## config.mk

```make
export PLATFORM = sky130hd
export DESIGN_NAME = change_dispenser
export DESIGN_NICKNAME = d
export VERILOG_FILES = /design/src/rtl/change_dispenser.sv
export SDC_FILE = /design/constraint.sdc
export NUM_CORES = 1
export LEC_CHECK = 0
export ABC_AREA = 1
export CORE_AREA = 3 3 62 64
export DETAILED_ROUTE_END_ITERATION = 6
export DIE_AREA = 0 0 65 67
export GPL_TIMING_DRIVEN = 0
export PLACE_DENSITY_LB_ADDON = 0.3
export SLEW_MARGIN = 20
export SYNTH_ARGS = -nofsm -noshare
export SYNTH_HDL_FRONTEND = slang
export SYNTH_SLANG_ARGS = --single-unit
```

## constraint.sdc

```tcl
create_clock -name clk -period 2.5 [get_ports clk]
set_input_delay 0.5 -clock clk [delete_from_list [all_inputs] [get_ports clk]]
set_output_delay 0.5 -clock clk [all_outputs]
set_load 0.05 [all_outputs]
```

## src/rtl/change_dispenser.sv

```systemverilog
// change_dispenser: greedy dime/nickel payout over 4-phase hopper handshakes with sticky fault.
// Optional CHANGE_COUNT_EN adds a saturating coins_paid counter port.
module change_dispenser #(
  parameter int ACK_TIMEOUT = 255
`ifdef CHANGE_COUNT_EN
  , parameter int CNT_W = 16
`endif
) (
  input  logic       clk,
  input  logic       rst_n,
  input  logic       soda,
  input  logic [2:0] change,
  output logic       dime_req,
  input  logic       dime_ack,
  input  logic       dime_empty,
  output logic       nickel_req,
  input  logic       nickel_ack,
  input  logic       nickel_empty,
  output logic       busy,
  output logic       done,
  output logic       vend_lost,
  output logic       fault
`ifdef CHANGE_COUNT_EN
  , output logic [CNT_W-1:0] coins_paid
`endif
);
  localparam int TW = (ACK_TIMEOUT > 2) ? $clog2(ACK_TIMEOUT) : 1;
  localparam logic [TW-1:0] TLAST = TW'(ACK_TIMEOUT - 1);
  typedef enum logic [2:0] {IDLE, DECIDE, DIME_REQ, DIME_REL, NICK_REQ, NICK_REL, DONE, FAULT} state_e;
  state_e state_q, state_d;
  logic [2:0] rem_q, rem_d;
  logic [TW-1:0] timer_q, timer_d;
  logic dime_req_q, nickel_req_q, busy_q, done_q, vend_lost_q, fault_q;
  logic hs, timeout;
  assign hs = state_q inside {DIME_REQ, DIME_REL, NICK_REQ, NICK_REL};
  assign timeout = timer_q == TLAST;
  always_comb begin
    state_d = state_q;
    rem_d = rem_q;
    case (state_q)
      IDLE: if (soda) begin
        state_d = DECIDE;
        rem_d = change;
      end
      DECIDE: state_d = (rem_q == 3'd0) ? DONE :
                        (rem_q >= 3'd2 && !dime_empty) ? DIME_REQ :
                        !nickel_empty ? NICK_REQ : FAULT;
      DIME_REQ: if (dime_ack) begin
        state_d = DIME_REL;
        rem_d = rem_q - 3'd2;
      end else if (timeout) state_d = FAULT;
      DIME_REL: state_d = !dime_ack ? DECIDE : timeout ? FAULT : DIME_REL;
      NICK_REQ: if (nickel_ack) begin
        state_d = NICK_REL;
        rem_d = rem_q - 3'd1;
      end else if (timeout) state_d = FAULT;
      NICK_REL: state_d = !nickel_ack ? DECIDE : timeout ? FAULT : NICK_REL;
      DONE: state_d = IDLE;
      default: state_d = FAULT;
    endcase
    // timer only runs inside a handshake and restarts on every state change
    timer_d = (!hs || state_d != state_q) ? '0 : timer_q + 1'b1;
  end
  always_ff @(posedge clk or negedge rst_n) begin
    if (!rst_n) begin
      state_q <= IDLE;
      rem_q <= '0;
      timer_q <= '0;
      dime_req_q <= 1'b0;
      nickel_req_q <= 1'b0;
      busy_q <= 1'b0;
      done_q <= 1'b0;
      vend_lost_q <= 1'b0;
      fault_q <= 1'b0;
    end else begin
      state_q <= state_d;
      rem_q <= rem_d;
      timer_q <= timer_d;
      dime_req_q <= state_d == DIME_REQ;
      nickel_req_q <= state_d == NICK_REQ;
      busy_q <= state_d != IDLE;
      done_q <= state_d == DONE;
      vend_lost_q <= soda && state_q != IDLE;
      fault_q <= state_d == FAULT;
    end
  end
  assign dime_req = dime_req_q;
  assign nickel_req = nickel_req_q;
  assign busy = busy_q;
  assign done = done_q;
  assign vend_lost = vend_lost_q;
  assign fault = fault_q;
`ifdef CHANGE_COUNT_EN
  logic [CNT_W-1:0] cnt_q, cnt_d;
  logic acked;
  assign acked = (state_q == DIME_REQ && dime_ack) || (state_q == NICK_REQ && nickel_ack);
  assign cnt_d = (acked && !(&cnt_q)) ? cnt_q + 1'b1 : cnt_q;
  always_ff @(posedge clk or negedge rst_n) begin
    if (!rst_n) cnt_q <= '0;
    else cnt_q <= cnt_d;
  end
  assign coins_paid = cnt_q;
`endif
endmodule

```

==> results_tabular.tex <==
\begin{tabular}{lr}
\hline
Metric & Value \\
\hline
\multicolumn{2}{l}{\textbf{Synth}} \\
\quad Most common cell in the synthesized netlist & sky130\_fd\_sc\_hd\_\_nand2\_1 \\
\quad Synth cell types & 22 \\
\quad Post-synth top area share & 0.431 \\
\quad Dominant cell type by area after synthesis & sky130\_fd\_sc\_hd\_\_dfrtp\_1 \\
\quad Synth async-reset ratio & 1.00 \\
\quad Post-synthesis register bit count & 20 \\
\quad Syn Area/Cell & 7.85 um2 \\
\quad Most frequently used flop master after synthesis & sky130\_fd\_sc\_hd\_\_dfrtp\_1 \\
\quad Synthesized cell area & 1160 um2 \\
\quad Sequential element share of the synthesized area & 0.431 \\
\quad Synthesized instance count & 148 \\
\quad Yosys synthesis warning count & 0 \\
\quad Mapped Nets & 164 \\
\quad Post-synth EDFFs & 0 \\
\quad Main area contributors after synthesis & sky130\_fd\_sc\_hd\_\_dfrtp\_1, sky130\_fd\_sc\_hd\_\_nand2\_1, sky130\_fd\_sc\_hd\_\_nor2\_1 \\
\quad Synth cell count leaders & sky130\_fd\_sc\_hd\_\_nand2\_1, sky130\_fd\_sc\_hd\_\_nor2\_1, sky130\_fd\_sc\_hd\_\_inv\_1 \\
\multicolumn{2}{l}{\textbf{Timing}} \\
\quad Setup Viol. Count Final & 0 \\
\quad Tmin final & 1950 ps \\
\quad Accumulated negative setup slack & 0 ps \\
\quad Final Max Tran Viols & 0 \\
\quad Slew at the pin closest to its max-slew limit & 892 ps \\
\quad Hold violation total from the final report & 0 \\
\quad Fin Clk Skew & 7.75 ps \\
\quad Unrepaired setup endpoints after global routing & no \\
\quad Highest clock frequency the design can meet & 513 MHz \\
\quad Final clock period utilization by the worst path & 0.779 \\
\quad Worst-case headroom to the max-slew limit & 0.403 \\
\multicolumn{2}{l}{\textbf{Power}} \\
\quad Switching power & 0.111 mW \\
\quad Share of power burned in combinational logic & 0.063 \\
\quad Clock group share of total power & 0.297 \\
\quad Sequential Power Share & 0.639 \\
\quad Power per unit of standard cell area & 365 nW/um2 \\
\quad Static Leak & 0.688 nW \\
\quad Peak supply drop & 210 uV \\
\quad Internal Power & 0.396 mW \\
\quad Switching share of power & 0.219 \\
\multicolumn{2}{l}{\textbf{Die}} \\
\quad DIE AREA & 4360 um2 \\
\quad Count of standard-cell rows & 21 \\
\quad Initial core utilization & 0.348 \\
\quad Number of placed I/O pins & 16 \\
\quad Die Y & 67 um \\
\quad Chip width & 65 um \\
\quad Area of the core region & 3340 um2 \\
\multicolumn{2}{l}{\textbf{Min path}} \\
\quad Hold-critical path depth & 1 \\
\quad Launch point of the worst hold path & timer\_q[0] \\
\quad Path type of the worst min-delay path & flip-flop to flip-flop \\
\multicolumn{2}{l}{\textbf{Routing}} \\
\quad Overall routed net length & 2270 um \\
\quad Number of nets still failing antenna checks after routing & 0 \\
\quad Number of DRC violations after detailed-routing iteration 0 & 24 \\
\quad Routed vias & 955 \\
\quad Via count normalized by instance count & 4.50 \\
\quad Routed wire per std cell & 10.7 um \\
\quad DRC violations left & 0 \\
\quad Pre-Repair DR Iteration Count & 4 \\
\multicolumn{2}{l}{\textbf{Global route}} \\
\quad Grt met1 use & 0.148 \\
\quad GR Overflow Total & 0 \\
\quad Global-route track usage on met3 & 0.0270 \\
\quad Maximum number of pins on one net before global-route repair & 21 \\
\quad Wire length of the first global-routing pass & 4060 um \\
\quad Number of global-route vias before repair & 962 \\
\quad Global-route usage over all layers & 0.119 \\
\quad Most Crowded Layer GR & met2 \\
\quad Initial antenna violation count & 0 \\
\quad Global routing met2 resource utilization & 0.203 \\
\multicolumn{2}{l}{\textbf{Critical path}} \\
\quad Largest incremental delay on the critical path & 800 ps \\
\quad Cell count along the critical path & 1 \\
\quad Category of the critical setup timing path & flip-flop to primary output \\
\quad WP data arrival & 1450 ps \\
\quad Critical Path RT & 2000 ps \\
\quad Worst setup path startpoint & busy \\
\quad Cell with the largest stage delay on the worst path & sky130\_fd\_sc\_hd\_\_clkdlybuf4s50\_1 \\
\quad Worst path cell trace & clkdlybuf4s50\_1 \\
\quad Depth of the worst register-to-register path & 11 \\
\quad Category of the worst setup path launch point & flip-flop \\
\quad Max Fanout on Critical Path & 1 \\
\quad Launch instance of the worst register-to-register path & rem\_q[1] \\
\quad Count of buffer and inverter cells on the critical path & 1 \\
\quad Largest delay share family, worst path & buffers and inverters \\
\quad Worst setup EP type & primary output \\
\multicolumn{2}{l}{\textbf{Final layout}} \\
\quad Multi-input gate area in the final layout & 563 um2 \\
\quad Number of fill cells & 356 \\
\quad Synthesis-to-finish area growth & 19.8\% \\
\quad Storage cell area & 500 um2 \\
\quad Antenna Diode Count & 0 \\
\quad Nets@finish & 184 \\
\quad Share of final-layout standard cells stronger than drive strength 1 & 0.0783 \\
\quad Post-layout utilization of the core & 0.417 \\
\multicolumn{2}{l}{\textbf{CTS}} \\
\quad Max H-tree Level & 1 \\
\quad Clock Latency Late Sink & 300 ps \\
\quad Post-CTS setup buffers & 0 \\
\quad Sinks on the clock net & 20 \\
\quad Deepest clock path buffer count & 2 \\
\quad Number of buffers created by CTS & 3 \\
\quad Clock transition at the registers of the reported paths & 110 ps \\
\quad Post-cts gate resize count & 0 \\
\quad CTS tree & built \\
\quad Number of hold buffers added after cts & 0 \\
\quad Library cell used as clock root buffer & sky130\_fd\_sc\_hd\_\_clkbuf\_4 \\
\multicolumn{2}{l}{\textbf{Place}} \\
\quad Half-perimeter wire length after detailed placement & 1820 um \\
\quad Placer Congestion & 0.903 \\
\quad Port Buffer Count & 15 \\
\multicolumn{2}{l}{\textbf{Flow run}} \\
\quad \# Max-Cap Violations & 0 \\
\multicolumn{2}{l}{\textbf{Outcome}} \\
\quad Result of the run & finished, final reports clean \\
\hline
\end{tabular}
==> metrics by stage <==
step                      cell area, um2  instances  hold WS (ps)  setup WS (ps)  total power, mW
after floorplan                     1160        148           204           1020            0.339
after global placement              1370        209           496            548            0.363
after detailed placement            1370        209           502            580            0.364
after CTS                           1390        212           517            527            0.516
after global routing                1390        212           535            517            0.526
final                               1390        212           513            551            0.507
==> state kept, by name, summed over array words and instances, names as in the netlist <==
name,flops
dime_req,1
rem_q,3
vend_lost,1
done,1
state_q,3
timer_q,8
fault,1
busy,1
nickel_req,1
==> cells by family (layout without fill, tap and decap cells) <==
| family | count (synthesis) | in the layout | share of synthesized area |
|---|---|---|---|
| simple gates | 80 | 80 | 0.319 |
| buf+inv | 24 | 42 | 0.0840 |
| flops | 20 | 20 | 0.431 |
| compound gates | 12 | 12 | 0.0560 |
| fa+ha+maj | 6 | 6 | 0.0647 |
| xor+xnor | 6 | 6 | 0.0453 |
==> metal layers <==
metal  vias to the layer above  wire, um
li1                        506         -
met4                         0        14
met3                         2        87
met5                         -         0
met1                       436      1110
met2                        11      1050
==> path summary, 6_finish.rpt <==
check	slack, ps	to
max	550	busy
min	510	timer_q[0]
max reg2reg	780	timer_q[7]
min reg2reg	510	timer_q[0]
max in group asynchronous	1250	fault
min in group asynchronous	690	vend_lost
==> cells in the final DEF (no fill, tap or decap) <==
master and count:
sky130_fd_sc_hd__nand2_1 31, sky130_fd_sc_hd__nor2_1 23, sky130_fd_sc_hd__inv_1 22, sky130_fd_sc_hd__dfrtp_1 20
sky130_fd_sc_hd__clkdlybuf4s50_1 15, sky130_fd_sc_hd__nand3_1 9, sky130_fd_sc_hd__a21oi_1 6, sky130_fd_sc_hd__ha_1 6
sky130_fd_sc_hd__nand4_1 5, sky130_fd_sc_hd__xor2_1 5, sky130_fd_sc_hd__nand2_2 3, sky130_fd_sc_hd__nor3_1 3
sky130_fd_sc_hd__o21ai_0 3, sky130_fd_sc_hd__clkbuf_4 3, sky130_fd_sc_hd__nor2_2 2, sky130_fd_sc_hd__o22ai_1 2
sky130_fd_sc_hd__inv_2 1, sky130_fd_sc_hd__buf_6 1, sky130_fd_sc_hd__nand3_2 1, sky130_fd_sc_hd__nand3_4 1
sky130_fd_sc_hd__nand3b_1 1, sky130_fd_sc_hd__xnor2_1 1, sky130_fd_sc_hd__nor3_2 1, sky130_fd_sc_hd__o21a_1 1
==> power groups by stage <==
stage / Combinational [mW] / Clock, mW / Sequential, mW
after floorplan: 0.00528 / 0 / 0.334
after global placement: 0.0326 / 0 / 0.331
after detailed placement: 0.0330 / 0 / 0.331
after CTS: 0.0332 / 0.158 / 0.324
after global routing: 0.0355 / 0.166 / 0.325
final: 0.0322 / 0.151 / 0.324
==> layout make-up <==
class / instances / area share
sequential: 20 / 0.360
multi-input combinational: 104 / 0.405
inverter: 23 / 0.0621
tap: 46 / 0.0414
buffer: 1 / 0.00809
timing repair buffer: 15 / 0.108
clock buffer: 3 / 0.0162
(Power assumes the default switching activity.)
